--- src/rtl/latency_pipe_credit_sink.sv ---
// Credit-gated sink behind a non-stallable latency pipe. Every word the pipe
// emits is buffered in a small FIFO and then offered to the consumer over a
// valid/ready handshake. The credit counter limits launches into the pipe so
// the number of in-flight plus buffered words can never exceed DEPTH.
module latency_pipe_credit_sink #(
  parameter int unsigned DATA_WIDTH = 64,
  parameter int unsigned DEPTH      = 8,
  localparam int unsigned CNT_W     = $clog2(DEPTH + 1)
) (
  input  logic                  clk,
  input  logic                  rst,
  input  logic                  launch_valid,
  output logic                  credit_avail,
  input  logic                  pipe_valid,
  input  logic [DATA_WIDTH-1:0] pipe_data,
  output logic                  out_valid,
  output logic [DATA_WIDTH-1:0] out_data,
  input  logic                  out_ready,
  output logic [CNT_W-1:0]      fifo_count,
  output logic [CNT_W-1:0]      credits,
  output logic                  launch_err,
  output logic                  overflow_err
);

  localparam int unsigned PTR_W = (DEPTH > 1) ? $clog2(DEPTH) : 1;
  localparam logic [CNT_W-1:0] DepthCnt = CNT_W'(DEPTH);

  logic [DATA_WIDTH-1:0] mem_q [DEPTH];
  logic [PTR_W-1:0]      wr_ptr_q, wr_ptr_d;
  logic [PTR_W-1:0]      rd_ptr_q, rd_ptr_d;
  logic [CNT_W-1:0]      count_q, count_d;
  logic [CNT_W-1:0]      credits_q, credits_d;
  logic                  launch_err_q, launch_err_d;
  logic                  overflow_err_q, overflow_err_d;

  logic launch, pop, full, push_acc;

  // Per-cycle events; a full FIFO still accepts a push when the head leaves.
  always_comb begin
    credit_avail = (credits_q != '0);
    out_valid    = (count_q != '0);
    full         = (count_q == DepthCnt);
    launch       = launch_valid & credit_avail;
    pop          = out_valid & out_ready;
    push_acc     = pipe_valid & (~full | pop);
  end

  // Next-state for credits, occupancy, pointers and sticky errors.
  always_comb begin
    credits_d = credits_q;
    count_d   = count_q;
    wr_ptr_d  = wr_ptr_q;
    rd_ptr_d  = rd_ptr_q;
    // Saturate so a bypassed push (not backed by a credit) cannot wrap credits.
    if (launch && !pop) begin
      credits_d = credits_q - CNT_W'(1);
    end else if (!launch && pop && (credits_q != DepthCnt)) begin
      credits_d = credits_q + CNT_W'(1);
    end
    if (push_acc && !pop) begin
      count_d = count_q + CNT_W'(1);
    end else if (!push_acc && pop) begin
      count_d = count_q - CNT_W'(1);
    end
    if (push_acc) begin
      wr_ptr_d = wr_ptr_q + PTR_W'(1);
    end
    if (pop) begin
      rd_ptr_d = rd_ptr_q + PTR_W'(1);
    end
    launch_err_d   = launch_err_q | (launch_valid & ~credit_avail);
    overflow_err_d = overflow_err_q | (pipe_valid & full & ~pop);
  end

  // Control state with asynchronous reset.
  always_ff @(posedge clk or posedge rst) begin
    if (rst) begin
      credits_q      <= DepthCnt;
      count_q        <= '0;
      wr_ptr_q       <= '0;
      rd_ptr_q       <= '0;
      launch_err_q   <= 1'b0;
      overflow_err_q <= 1'b0;
    end else begin
      credits_q      <= credits_d;
      count_q        <= count_d;
      wr_ptr_q       <= wr_ptr_d;
      rd_ptr_q       <= rd_ptr_d;
      launch_err_q   <= launch_err_d;
      overflow_err_q <= overflow_err_d;
    end
  end

  // Storage is never reset; out_data masking hides stale contents.
  always_ff @(posedge clk) begin
    if (push_acc) begin
      mem_q[wr_ptr_q] <= pipe_data;
    end
  end

  // Head presentation, forced to zero when empty so no X leaks downstream.
  always_comb begin
    out_data     = out_valid ? mem_q[rd_ptr_q] : '0;
    fifo_count   = count_q;
    credits      = credits_q;
    launch_err   = launch_err_q;
    overflow_err = overflow_err_q;
  end

endmodule
--- config.mk ---
export PLATFORM = sky130hd
export DESIGN_NAME = latency_pipe_credit_sink
export DESIGN_NICKNAME = d
export VERILOG_FILES = /design/src/rtl/latency_pipe_credit_sink.sv
export SDC_FILE = /design/constraint.sdc
export NUM_CORES = 1
export LEC_CHECK = 0
export CORE_MARGIN = 2
export CORE_UTILIZATION = 35
export CTS_CLUSTER_DIAMETER = 200
export DETAILED_ROUTE_END_ITERATION = 7
export GPL_TIMING_DRIVEN = 0
export PLACE_DENSITY = 0.56
export SYNTH_ARGS = -nofsm -noshare
export SYNTH_HDL_FRONTEND = slang
export SYNTH_SLANG_ARGS = --single-unit
export TNS_END_PERCENT = 20
--- constraint.sdc ---
create_clock -name clk -period 5.7 [get_ports clk]
set_input_delay 1.425 -clock clk [delete_from_list [all_inputs] [get_ports clk]]
set_output_delay 1.425 -clock clk [all_outputs]
set_load 0.1 [all_outputs]
# Word-level counts from Yosys, hierarchy flattened

Memories as Yosys holds them, arrays and structs flattened.
Cells that the tools add are included.

RAM bits: 512
Memories: 1
Output and inout bits: 76
Word-level logic and storage cells: 46
Register bits after elaboration: 16

Memory list:

| memory | words | bits a word | rd ports | clocked after memory_dff | wr ports | RTL line | text |
|---|---|---|---|---|---|---|---|
| mem_q  | 8     | 64          | 1        | 0                        | 1        | 28       | `logic [DATA_WIDTH-1:0] mem_q [DEPTH];` |

Mux-type cells: 7
Add/subtract/negate cells: 6
Eq/ne operators: 2
Reduce and logical (&&, ||, !) cells: 12
Bitwise logic cells: 12

Operator list:

| operator                                         | number |
|---|---|
| two-way mux 64 bit                               | 1 |
| two-way mux 4 bit                                | 4 |
| adder 4 x 1 -> 4 bit, second input constant      | 2 |
| nonzero test 4 bit                               | 2 |
| subtractor 4 x 1 -> 4 bit, second input constant | 2 |
| adder 3 x 1 -> 3 bit, second input constant      | 2 |
| AND 1 bit                                        | 6 |
| logical AND 1 bit                                | 5 |
| equality test 4 bit, second input constant       | 1 |
| != test 4 bit, second input constant             | 1 |
| nonzero test 2 bit                               | 2 |
| logical NOT 1 bit                                | 3 |
| inverter 1 bit                                   | 3 |
| bitwise OR 1 bit                                 | 3 |
| two-way mux 1 bit                                | 2 |

# Depth between registers and ports, before layout

Gate-level depths: netlist of run 1.

Depth after elaboration: 8
Gate-level depth with buffers: 10
Mapped depth without buffers: 10

# Least setup slack after synthesis of run 1

OpenSTA, ideal clock, no wires.

Path type: in2reg
Start: in out_ready
End: mem mem_q[0][0], enable pin
Slack: -1,160 ps
Cell stages on the path: 5
Data required time: 5,135 ps
Arrival: 6,295 ps
Setup time: 565 ps
Path through: nand2b_1 -> o41ai_1 -> inv_1 -> nand2b_1 -> nor3_1

Word-level cells in the longest chain between the ends: 5

RTL lines:

| what                                    | RTL line | text |
|---|---|---|
| from (decl)                             | 18       | `input logic out_ready,` |
| AND 1 bit                               | 44       | `pop = out_valid & out_ready;` |
| bitwise OR 1 bit                        | 45       | `push_acc = pipe_valid & (~full \| pop);` |
| AND 1 bit                               | 45       |  |
| via push_acc                            | 36       | `logic launch, pop, full, push_acc;` |
| two-way mux 1 bit                       | 96       | `if (push_acc) begin` |
| two-way mux 1 bit (implied by the code) | 97       | `mem_q[wr_ptr_q] <= pipe_data;` |
| to (decl)                               | 28       |  |

The timed path passes the listed nets, and every way through them passes these cells.

# Worst setup path after layout of run 1

Start: reg rd_ptr_q[1]
End: out out_data[63]

Word-level cells in the longest chain between the ends: 2

RTL lines:

| what                   | RTL line | text |
|---|---|---|
| from (decl)            | 30       | `logic [PTR_W-1:0] rd_ptr_q, rd_ptr_d;` |
| from (signal assigned) | 88       | `rd_ptr_q <= rd_ptr_d;` |
| memory (8 x 64 bit)    | n/a      |  |
| two-way mux 64 bit     | 103      | `out_data = out_valid ? mem_q[rd_ptr_q] : '0;` |
| to (decl)              | 17       | `output logic [DATA_WIDTH-1:0] out_data,` |

No other way between the ends.

==> impl_results.md, run 1 <==
- Status: complete, no violations
- Largest cells by area after synthesis: edfxtp_1 (76%), mux4_2 (14%), mux2i_1 (3.2%)
- Tcrit/Tclk final: 93.3%
- Congestion Overflow GR: 0
- MaxCap Viol Count: 0
- R2r startpoint: fifo_count[0]
- RSZ-0062 raised after global routing: no
- Least-Margin Pin Slew: 1.04 ns
- Reg2reg end: fifo_count[3]
- Routed via count: 9,520
- Final net count: 1,216
- Detailed Place HPWL: 27,700 um
- Area grow syn2layout: 22.9%
- Clock sinks: 528
- Hold WS: 0.488 ns
- Crit end category: output port
- Synth area leader: edfxtp_1
- Core area: 57,500 um^2
- Asr flop ratio synth: 3.03%
- Mean post-synth cell area: 22.3 um^2
- Worst reg-to-reg path cell count: 9
- Inserted Clock Buffers: 54
- Flop-to-flop setup slack: 2.72 ns
- Setup TNS: 0 ns
- DRT Wirelength: 44,000 um
- Slowest stage delay, CP: 1.21 ns
- Distinct cells, synth: 35
- Layout cells sized above 1: 22.6%
- Input/output buffers: 144
- Register area share after synthesis: 77.7%
- Post-synth top area share: 75.7%
- Fin. max-slew vios: 0
- Crit path cell chain: buf_2 > clkbuf_1 > mux4_2 > mux2i_1 > nor2_1 > clkdlybuf4s50_1
- FMAX: 188 MHz
- All-layer global routing usage: 14.8%
- Hold Path Depth: 1
- Post-synth EDFFs: 512
- Layout Cells excl Fill: 1,945
- CP Data Arrival Time: 3.89 ns
- CTS H-tree depth: 2
- Final hold vios: 0
- Vias/cell: 4.89
- Synthesized cell area: 20,300 um^2
- Synth Flop Type: edfxtp_1
- Initial antenna violation count: 4
- Post-route ant nets: 0
- Total number of placement rows: 88
- Synthesis-stage register bit count: 528
- Hold path startpoint: launch_err
- # hold bufs at CTS: 0
- Worst Clk Skew: 0.0152 ns
- Synth Instances: 910
- Final setup viols: 0
- Post-Place Cells: 1,847
- First-pass GRT wire length: 65,300 um
- Largest net degree at the start of global routing: 25
- CTS tree: done
- Iteration-0 DRC count of the detailed router: 625
- Reg clk slew, reported paths: 0.06 ns
- Diodes inserted: 0
- Clk_lat worst skew: 0.59 ns
- CP Launch Type: flop
- CTS Buffer Depth: 3
- Residual DRC: 0
- Fin crit period: 5.32 ns
- Hold EP: launch_err
- Full die area: 59,900 um^2
- Yosys warnings: 0
- Maximum net fanout on the critical path: 10
- Syn_nets: 988
- Die H: 245 um
- Per-cell routed wire length: 22.6 um
- Routability cong.: 0.710
- Root Driver: clkbuf_16
- Initial core utilization: 35.3%
- Kind of critical path: reg -> out
- Worst slew margin: 30.7%
- Hold Crit Class: reg -> reg
- DRT Pass-1 Iters: 5
- IO Count: 145
- Pre-CTS setup slack: 0.521 ns
- CP max stage cell: clkdlybuf4s50_1
- Critical Path RT: 4.28 ns
- Vias in the first global route: 10,200
- Setup ws final: 0.381 ns
- Die width: 245 um
per-stage QoR:
step | instance area (um^2) | utilization, %
floorplan | 20300 | -
global placement | 22700 | 39.5
global route | 25000 | 43.4
finish | 25000 | 43.4
CTS | 25000 | 43.4
detailed placement | 23300 | 40.5
logic make-up after synthesis:
kind of cell,Yosys count,synth area share (%)
AOI/OAI and AO/OA,15,0.530
and+or+nand+nor,104,2.18
xor gates and xnor gates,9,0.388
adders and majority gates,9,0.629
DFF,528,77.7
muxes,194,17.5
buffers and inverters,51,1.10
Yosys cell counts, types with 4 or more instances:
cell type	number
buf_1	10
buf_2	20
clkbuf_1	11
dfrtp_1	15
edfxtp_1	512
ha_1	7
inv_1	8
mux2i_1	65
mux4_2	128
nand2_1	17
nand2b_1	4
nor2_1	72
o21ai_0	4
xnor2_1	8
area by class of cell:
cell class / instances / area (um^2)
Fill cell: 4994 / 32500
Sequential cell: 528 / 15800
Clock inverter: 28 / 209
Clock buffer: 70 / 1470
Inverter: 9 / 36.3
Buffer: 42 / 188
Timing Repair Buffer: 172 / 1950
Multi-Input combinational cell: 331 / 4360
Tap cell: 765 / 957
worst max-delay path by stage:
stage | start | to | slack (ns)
floorplan | out_ready | mem_q[1][0] | -1.14
finish | rd_ptr_q[1] | out_data[63] | 0.38
global placement | out_ready | mem_q[1][39] | -6.60
global route | rd_ptr_q[1] | out_data[63] | 0.20
detailed placement | fifo_count[0] | out_data[51] | 0.52
CTS | rd_ptr_q[1] | out_data[63] | 0.31
flip-flops by register name, indices dropped and copies added (netlist names):
| signal | cells |
|---|---|
| launch_err | 1 |
| mem_q | 512 |
| credits | 4 |
| rd_ptr_q | 3 |
| fifo_count | 4 |
| wr_ptr_q | 3 |
| overflow_err | 1 |
cell usage in the layout (no fill, tap or decap), types with 14 or more instances in the layout:
cell / Yosys / routed
clkbuf_16: 0 / 55
edfxtp_1: 512 / 512
clkdlybuf4s50_1: 0 / 144
mux2i_1: 65 / 65
dfrtp_1: 15 / 15
clkbuf_1: 11 / 21
buf_2: 20 / 20
nand2_1: 17 / 17
clkinv_1: 0 / 14
mux4_2: 128 / 128
nor2_1: 72 / 66
per-layer routing:
| layer | part of all wire, % | vias to the layer above | GRT usage [%] |
|---|---|---|---|
| met2 | 50 | 177 | 24.9 |
| li1 | - | 4224 | - |
| met4 | 1.7 | 8 | 3.55 |
| met5 | 0.11 | - | 0 |
| met3 | 4.6 | 60 | 3.36 |
| met1 | 44 | 5051 | 19.6 |
timing repair:
action | CTS | global route
resized for setup | 1 | 0
setup buffers | 0 | 0
setup endpoints to repair | 17 | 0
worst max-delay path, delay by kind of cell, from the launching register on:
| kind | cells | cell delay, ns |
|---|---|---|
| buf+inv | 3 | 2.16 |
| flops | 1 | 0.41 |
| mux | 2 | 0.39 |
| simple gates | 1 | 0.32 |
Power of run 1 is left out: the tool's default activity adds up to more than one toggle a clock period on the data nets, which glitch-free logic cannot reach.
==> run 2, diff against run 1 <==
--- a/config.mk
+++ b/config.mk
@@ -9,8 +9,10 @@
 export CORE_UTILIZATION = 35
 export CTS_CLUSTER_DIAMETER = 200
 export DETAILED_ROUTE_END_ITERATION = 7
+export DONT_BUFFER_PORTS = 1
 export GPL_TIMING_DRIVEN = 0
-export PLACE_DENSITY = 0.56
+export PLACE_DENSITY = 0.51
+export SETUP_SLACK_MARGIN = 0.1
 export SYNTH_ARGS = -nofsm -noshare
 export SYNTH_HDL_FRONTEND = slang
 export SYNTH_SLANG_ARGS = --single-unit
==> constraint.sdc (replaced) <==
create_clock -name clk -period 5.25 [get_ports clk]
set_input_delay 1.3125 -clock clk [delete_from_list [all_inputs] [get_ports clk]]
set_output_delay 1.3125 -clock clk [all_outputs]
set_load 0.1 [all_outputs]
==> impl_results.md, run 2 (synthesis results as in run 1) <==
- CP Data Arrival Time: 3.79 ns (-0.10 ns)
- Initial core utilization: 35.3% (unchanged)
- Slowest stage delay, CP: 1.07 ns (-0.14 ns)
- Commonest non-fill, non-tap cell in the layout: edfxtp_1
- Status: complete, no violations
- Full die area: 59,900 um^2 (unchanged)
- Input/output buffers: 0 (-100%)
- Congestion Overflow GR: 0 (unchanged)
- Largest net degree at the start of global routing: 24 (-4.0%)
- Area grow syn2layout: 17.8%
- Core area: 57,500 um^2 (unchanged)
- Initial antenna violation count: 0 (-4)
- Kind of critical path: reg -> out
- CTS H-tree depth: 2 (unchanged)
- Hold Crit Class: reg -> reg
- DRT Pass-1 Iters: 5 (unchanged)
- RSZ-0062 raised after global routing: yes
- Final setup viols: 0 (unchanged)
- MaxCap Viol Count: 0 (unchanged)
- Least-Margin Pin Slew: 1.24 ns (+0.201 ns)
- CTS Buffer Depth: 3 (unchanged)
- Worst slew margin: 17.4% (-13 points)
- CP max stage cell: dfrtp_1
- CP Launch Type: flop
- Clock sinks: 528 (unchanged)
- Vias in the first global route: 9,619 (-5.6%)
- Fin. max-slew vios: 0 (unchanged)
- Reg clk slew, reported paths: 0.06 ns (about the same)
- Number of flip-flops in the largest register: 512 (unchanged)
- Final hold vios: 0 (unchanged)
- Inserted Clock Buffers: 55 (+1.9%)
- Layout Cells excl Fill: 1,809 (-7.0%)
- Root Driver: clkbuf_16
- All-layer global routing usage: 15.2% (+0.34 points)
- Die width: 245 um (unchanged)
- Layout cells sized above 1: 32.6% (+10 points)
- Largest reg by FF count: mem_q
- Total number of placement rows: 88 (unchanged)
- Crit path buf inv count: 2 (-1)
- Residual DRC: 0 (unchanged)
- Maximum net fanout on the critical path: 10 (unchanged)
- Fin crit period: 5.10 ns
- Clk_lat worst skew: 0.59 ns (about the same)
- Tcrit/Tclk final: 97.1%
- FMAX: 196 MHz
- Per-cell routed wire length: 24.7 um (+9.1%)
- Post-Place Cells: 1,708 (-7.5%)
- Cell family contributing the most delay on the critical path: simple AND/OR/NAND/NOR gates
- Routed via count: 9,016 (-5.3%)
- IO Count: 145 (unchanged)
- Worst Clk Skew: 0.0205 ns (+0.00527 ns)
- Critical Path RT: 3.94 ns (-0.34 ns)
- Post-route ant nets: 0 (unchanged)
- First-pass GRT wire length: 66,100 um (+1.3%)
- DRT Wirelength: 44,700 um (+1.5%)
- Routability cong.: 0.711 (+0.14%)
- Final net count: 1,078 (-11%)
- Iteration-0 DRC count of the detailed router: 646 (+3.4%)
- Detailed Place HPWL: 28,800 um (+4.1%)
- Crit path cell chain: nor4_4 > clkbuf_2 > buf_1 > nor2_2
- Commonest non-fill, non-tap cells in the layout: edfxtp_1 (512), mux4_2 (128), mux2i_1 (65), clkbuf_16 (55), nor2_2 (49)
- CTS tree: done
- Crit end category: output port
- Die H: 245 um (unchanged)
- Post-CTS Setup Bufs: 0 (unchanged)
- Vias/cell: 4.98 (+1.8%)
-- run 2: cell count changes in the layout (fill, tap and decap cells not counted), sizes merged --
cell           change
clkdlybuf4s50    -144
buf                +6
clkbuf             -4
clkinv             +3
bufinv             +1
diode              +1
inv                +1
-- run 2: layout make-up --
cell class                      instances  area, um^2
Inverter                                9        36.3
Buffer                                 42         189
Clock buffer                           67        1420
Multi-Input combinational cell        331        4600
Timing Repair Buffer                   33         659
Clock inverter                         33         263
Fill cell                            5045       33600
Tap cell                              765         957
Sequential cell                       528       15800
Antenna cell                            1        2.50
-- run 2: through the flow --
stage               utilization [%]  hold slack [ns]  setup WS (ns)  setup TNS, ns  cell area (um^2)
finish                         41.6            0.545          0.151              0             23900
global route                   41.6            0.594        0.00911              0             23900
CTS                            41.5            0.547        -0.0821         -0.481             23800
detailed placement             38.5            0.532          0.187              0             22100
global placement               37.0            0.519          -7.03       -1799.69             21300
floorplan                         -            0.487          -1.48         -94.45             20300
-- run 2: final timing paths --
path / start / end / slack [ns] / cells after the start
hold / removal: wr_ptr_q[0] / wr_ptr_q[0] / 0.54 / 2
min in group asynchronous: rst / fifo_count[3] / 0.69 / 1
hold reg to reg: wr_ptr_q[0] / wr_ptr_q[0] / 0.54 / 2
setup / recovery: fifo_count[2] / out_data[39] / 0.15 / 4
max in group asynchronous: rst / fifo_count[0] / 4.12 / 1
setup reg to reg: fifo_count[3] / mem_q[0][40] / 1.71 / 9
-- run 2: routing by layer --
layer | global-route usage [%] | share of wire, % | vias up
li1 | - | - | 3946
met1 | 19.8 | 42 | 4781
met2 | 24.5 | 49 | 231
met3 | 4.90 | 7.1 | 58
met4 | 3.98 | 1.9 | 0
met5 | 0 | 0 | -
-- run 2: worst register-to-register path: stages, from the launching register on --
cell      delay [ns]
dfrtp_1         1.03
nand2b_1        0.17
o41ai_1         0.59
inv_1           0.22
nand2b_1        0.40
nor3_4          0.19
buf_8           0.20
buf_16          0.16
buf_16          0.16
buf_16          0.17
-- run 2: timing repair --
action | 4_1_cts | 5_1_grt
endpoints found under the hold margin | 0 | 0
endpoints found under the setup margin | 50 | 29
hold buffers | 0 | 0
pin swaps | 0 | 1
cloned | 0 | 0
resized for setup | 3 | 19
Power of run 2 is left out for the same reason.
==> run 3, diff against run 2 <==
--- a/config.mk
+++ b/config.mk
@@ -6,12 +6,12 @@
 export NUM_CORES = 1
 export LEC_CHECK = 0
 export CORE_MARGIN = 2
-export CORE_UTILIZATION = 35
-export CTS_CLUSTER_DIAMETER = 200
+export CORE_UTILIZATION = 60
+export CTS_CLUSTER_DIAMETER = 50
 export DETAILED_ROUTE_END_ITERATION = 7
 export DONT_BUFFER_PORTS = 1
 export GPL_TIMING_DRIVEN = 0
-export PLACE_DENSITY = 0.51
+export PLACE_DENSITY = 0.78
 export SETUP_SLACK_MARGIN = 0.1
 export SYNTH_ARGS = -nofsm -noshare
 export SYNTH_HDL_FRONTEND = slang
==> impl_results.md, run 3 (synthesis results as in run 1) <==
- CTS tree: done
- Initial core utilization: 60.7% (+25 points)
- # hold bufs at CTS: 0 (unchanged)
- FMAX: 200 MHz (+1.9%)
- Critical Path RT: 3.94 ns (about the same)
- Post-route ant nets: 0 (unchanged)
- Cell family contributing the most delay on the critical path: buffers and inverters
- Diodes inserted: 0 (-1)
- Slowest stage delay, CP: 0.83 ns (-0.24 ns)
- Iteration-0 DRC count of the detailed router: 772 (+20%)
- IO Count: 145 (unchanged)
- Final hold vios: 0 (unchanged)
- Layout cells sized above 1: 31.6% (-0.95 points)
- Core area: 33,400 um^2 (-42%)
- WP depth: 4 (unchanged)
- Least-Margin Pin Slew: 1.18 ns (-0.0595 ns)
- Vias in the first global route: 9,914 (+3.1%)
- Maximum net fanout on the critical path: 10 (unchanged)
- Worst slew margin: 21.4% (+4.0 points)
- Per-cell routed wire length: 27.3 um (+10%)
- Routed via count: 9,157 (+1.6%)
- Area grow syn2layout: 14.1%
- Hold Crit Class: reg -> reg
- Die H: 188 um (-23%)
- Reg clk slew, reported paths: 0.06 ns (about the same)
- Inserted Clock Buffers: 53 (-3.6%)
- Fin. max-slew vios: 0 (unchanged)
- Vias/cell: 6.21 (+25%)
- CP max stage cell: dfrtp_1
- CTS Buffer Depth: 3 (unchanged)
- Commonest non-fill, non-tap cells in the layout: edfxtp_1 (512), mux4_2 (128), mux2i_1 (65), nor2_2 (64), clkbuf_16 (53)
- Largest net degree at the start of global routing: 27 (+13%)
- MaxCap Viol Count: 0 (unchanged)
- Largest reg by FF count: mem_q
- R2r startpoint: fifo_count[0]
- Worst reg-to-reg path cell count: 8 (-1)
- Worst setup path startpoint: fifo_count[0]
- Hold WS: 0.561 ns (+0.0165 ns)
- Residual DRC: 0 (unchanged)
- Commonest non-fill, non-tap cell in the layout: edfxtp_1
- First-pass GRT wire length: 60,500 um (-8.5%)
- Tcrit/Tclk final: 95.3% (-1.8 points)
- Full die area: 35,300 um^2 (-41%)
- Clock sinks: 528 (unchanged)
- Congestion Overflow GR: 0 (unchanged)
- Number of flip-flops in the largest register: 512 (unchanged)
- Die width: 188 um (-23%)
- DRT Pass-1 Iters: 5 (unchanged)
- Total number of placement rows: 67 (-24%)
- DRT Wirelength: 40,200 um (-9.9%)
- Fin crit period: 5.00 ns (-0.0954 ns)
- Pre-CTS setup slack: 0.442 ns (+0.255 ns)
- RSZ-0062 raised after global routing: yes
- Crit path cell chain: nor4_4 > clkbuf_2 > buf_1 > inv_1
- Final setup viols: 0 (unchanged)
- Status: complete, no violations
- CP Launch Type: flop
- Setup ws final: 0.247 ns (+0.0954 ns)
- Fin util: 69.2% (+28 points)
- Initial antenna violation count: 0 (unchanged)
- Detailed Place HPWL: 23,900 um (-17%)
- Kind of critical path: reg -> out
- CP Data Arrival Time: 3.69 ns (-0.10 ns)
- CTS H-tree depth: 2 (unchanged)
- Root Driver: clkbuf_16
- Crit path buf inv count: 3 (+1)
- All-layer global routing usage: 23.4% (+8.2 points)
- Flop-to-flop setup slack: 1.70 ns (about the same)
- Setup crit end: out_valid
- Final net count: 1,068 (-0.93%)
- Worst Clk Skew: 0.0131 ns (-0.00740 ns)
- Input/output buffers: 0 (unchanged)
- Clk_lat worst skew: 0.56 ns (-0.03 ns)
- Reg2reg end: mem_q[1][40]
- Crit end category: output port
- Routability cong.: 0.727 (+2.3%)
==> run 3: timing repair <==
item / CTS / global route
resized for setup: 1 / 0
setup buffers: 0 / 0
setup endpoints to repair: 40 / 1
==> run 3: layer usage <==
| layer | wire length (um) | global-route usage (%) |
|---|---|---|
| met4 | 782 | 6.36 |
| met1 | 15900 | 30.9 |
| met5 | 0 | 0 |
| met3 | 2970 | 6.29 |
| met2 | 20600 | 39.2 |
==> run 3: stage by stage <==
step	area (um^2)	TNS [ns]	cells
detailed placement	21500	0	1383
CTS	23200	0	1475
floorplan	20300	-94.45	910
global placement	20900	-1413.52	1358
finish	23200	0	1475
global route	23200	0	1475
==> run 3: worst min-delay path by stage <==
stage                              to  cells after the start  slack (ns)        start
final                     wr_ptr_q[0]                      2        0.56  wr_ptr_q[0]
after global routing      wr_ptr_q[0]                      2        0.57  wr_ptr_q[0]
after CTS                 wr_ptr_q[0]                      2        0.56  wr_ptr_q[0]
after detailed placement  wr_ptr_q[0]                      2        0.54  wr_ptr_q[0]
after global placement    wr_ptr_q[0]                      2        0.51  wr_ptr_q[0]
after floorplan           wr_ptr_q[0]                      2        0.49  wr_ptr_q[0]
==> run 3: worst register-to-register path, stage by stage (launching register included) <==
cell and delay [ns]:
dfrtp_1 1.11, o41ai_1 0.32, inv_1 0.22, nand2_1 0.25
nor3_2 0.58, buf_6 0.26, buf_6 0.17, buf_6 0.17
buf_6 0.18
==> run 3: cell type report <==
type                       count  area, um^2
tap                          448         561
clock inverter                31         280
timing repair buffer          25         439
fill                        2007       10300
buffer                        42         188
inverter                       9        36.3
multi-input combinational    331        4520
sequential                   528       15800
clock buffer                  61        1360
Power of run 3 is left out for the same reason.
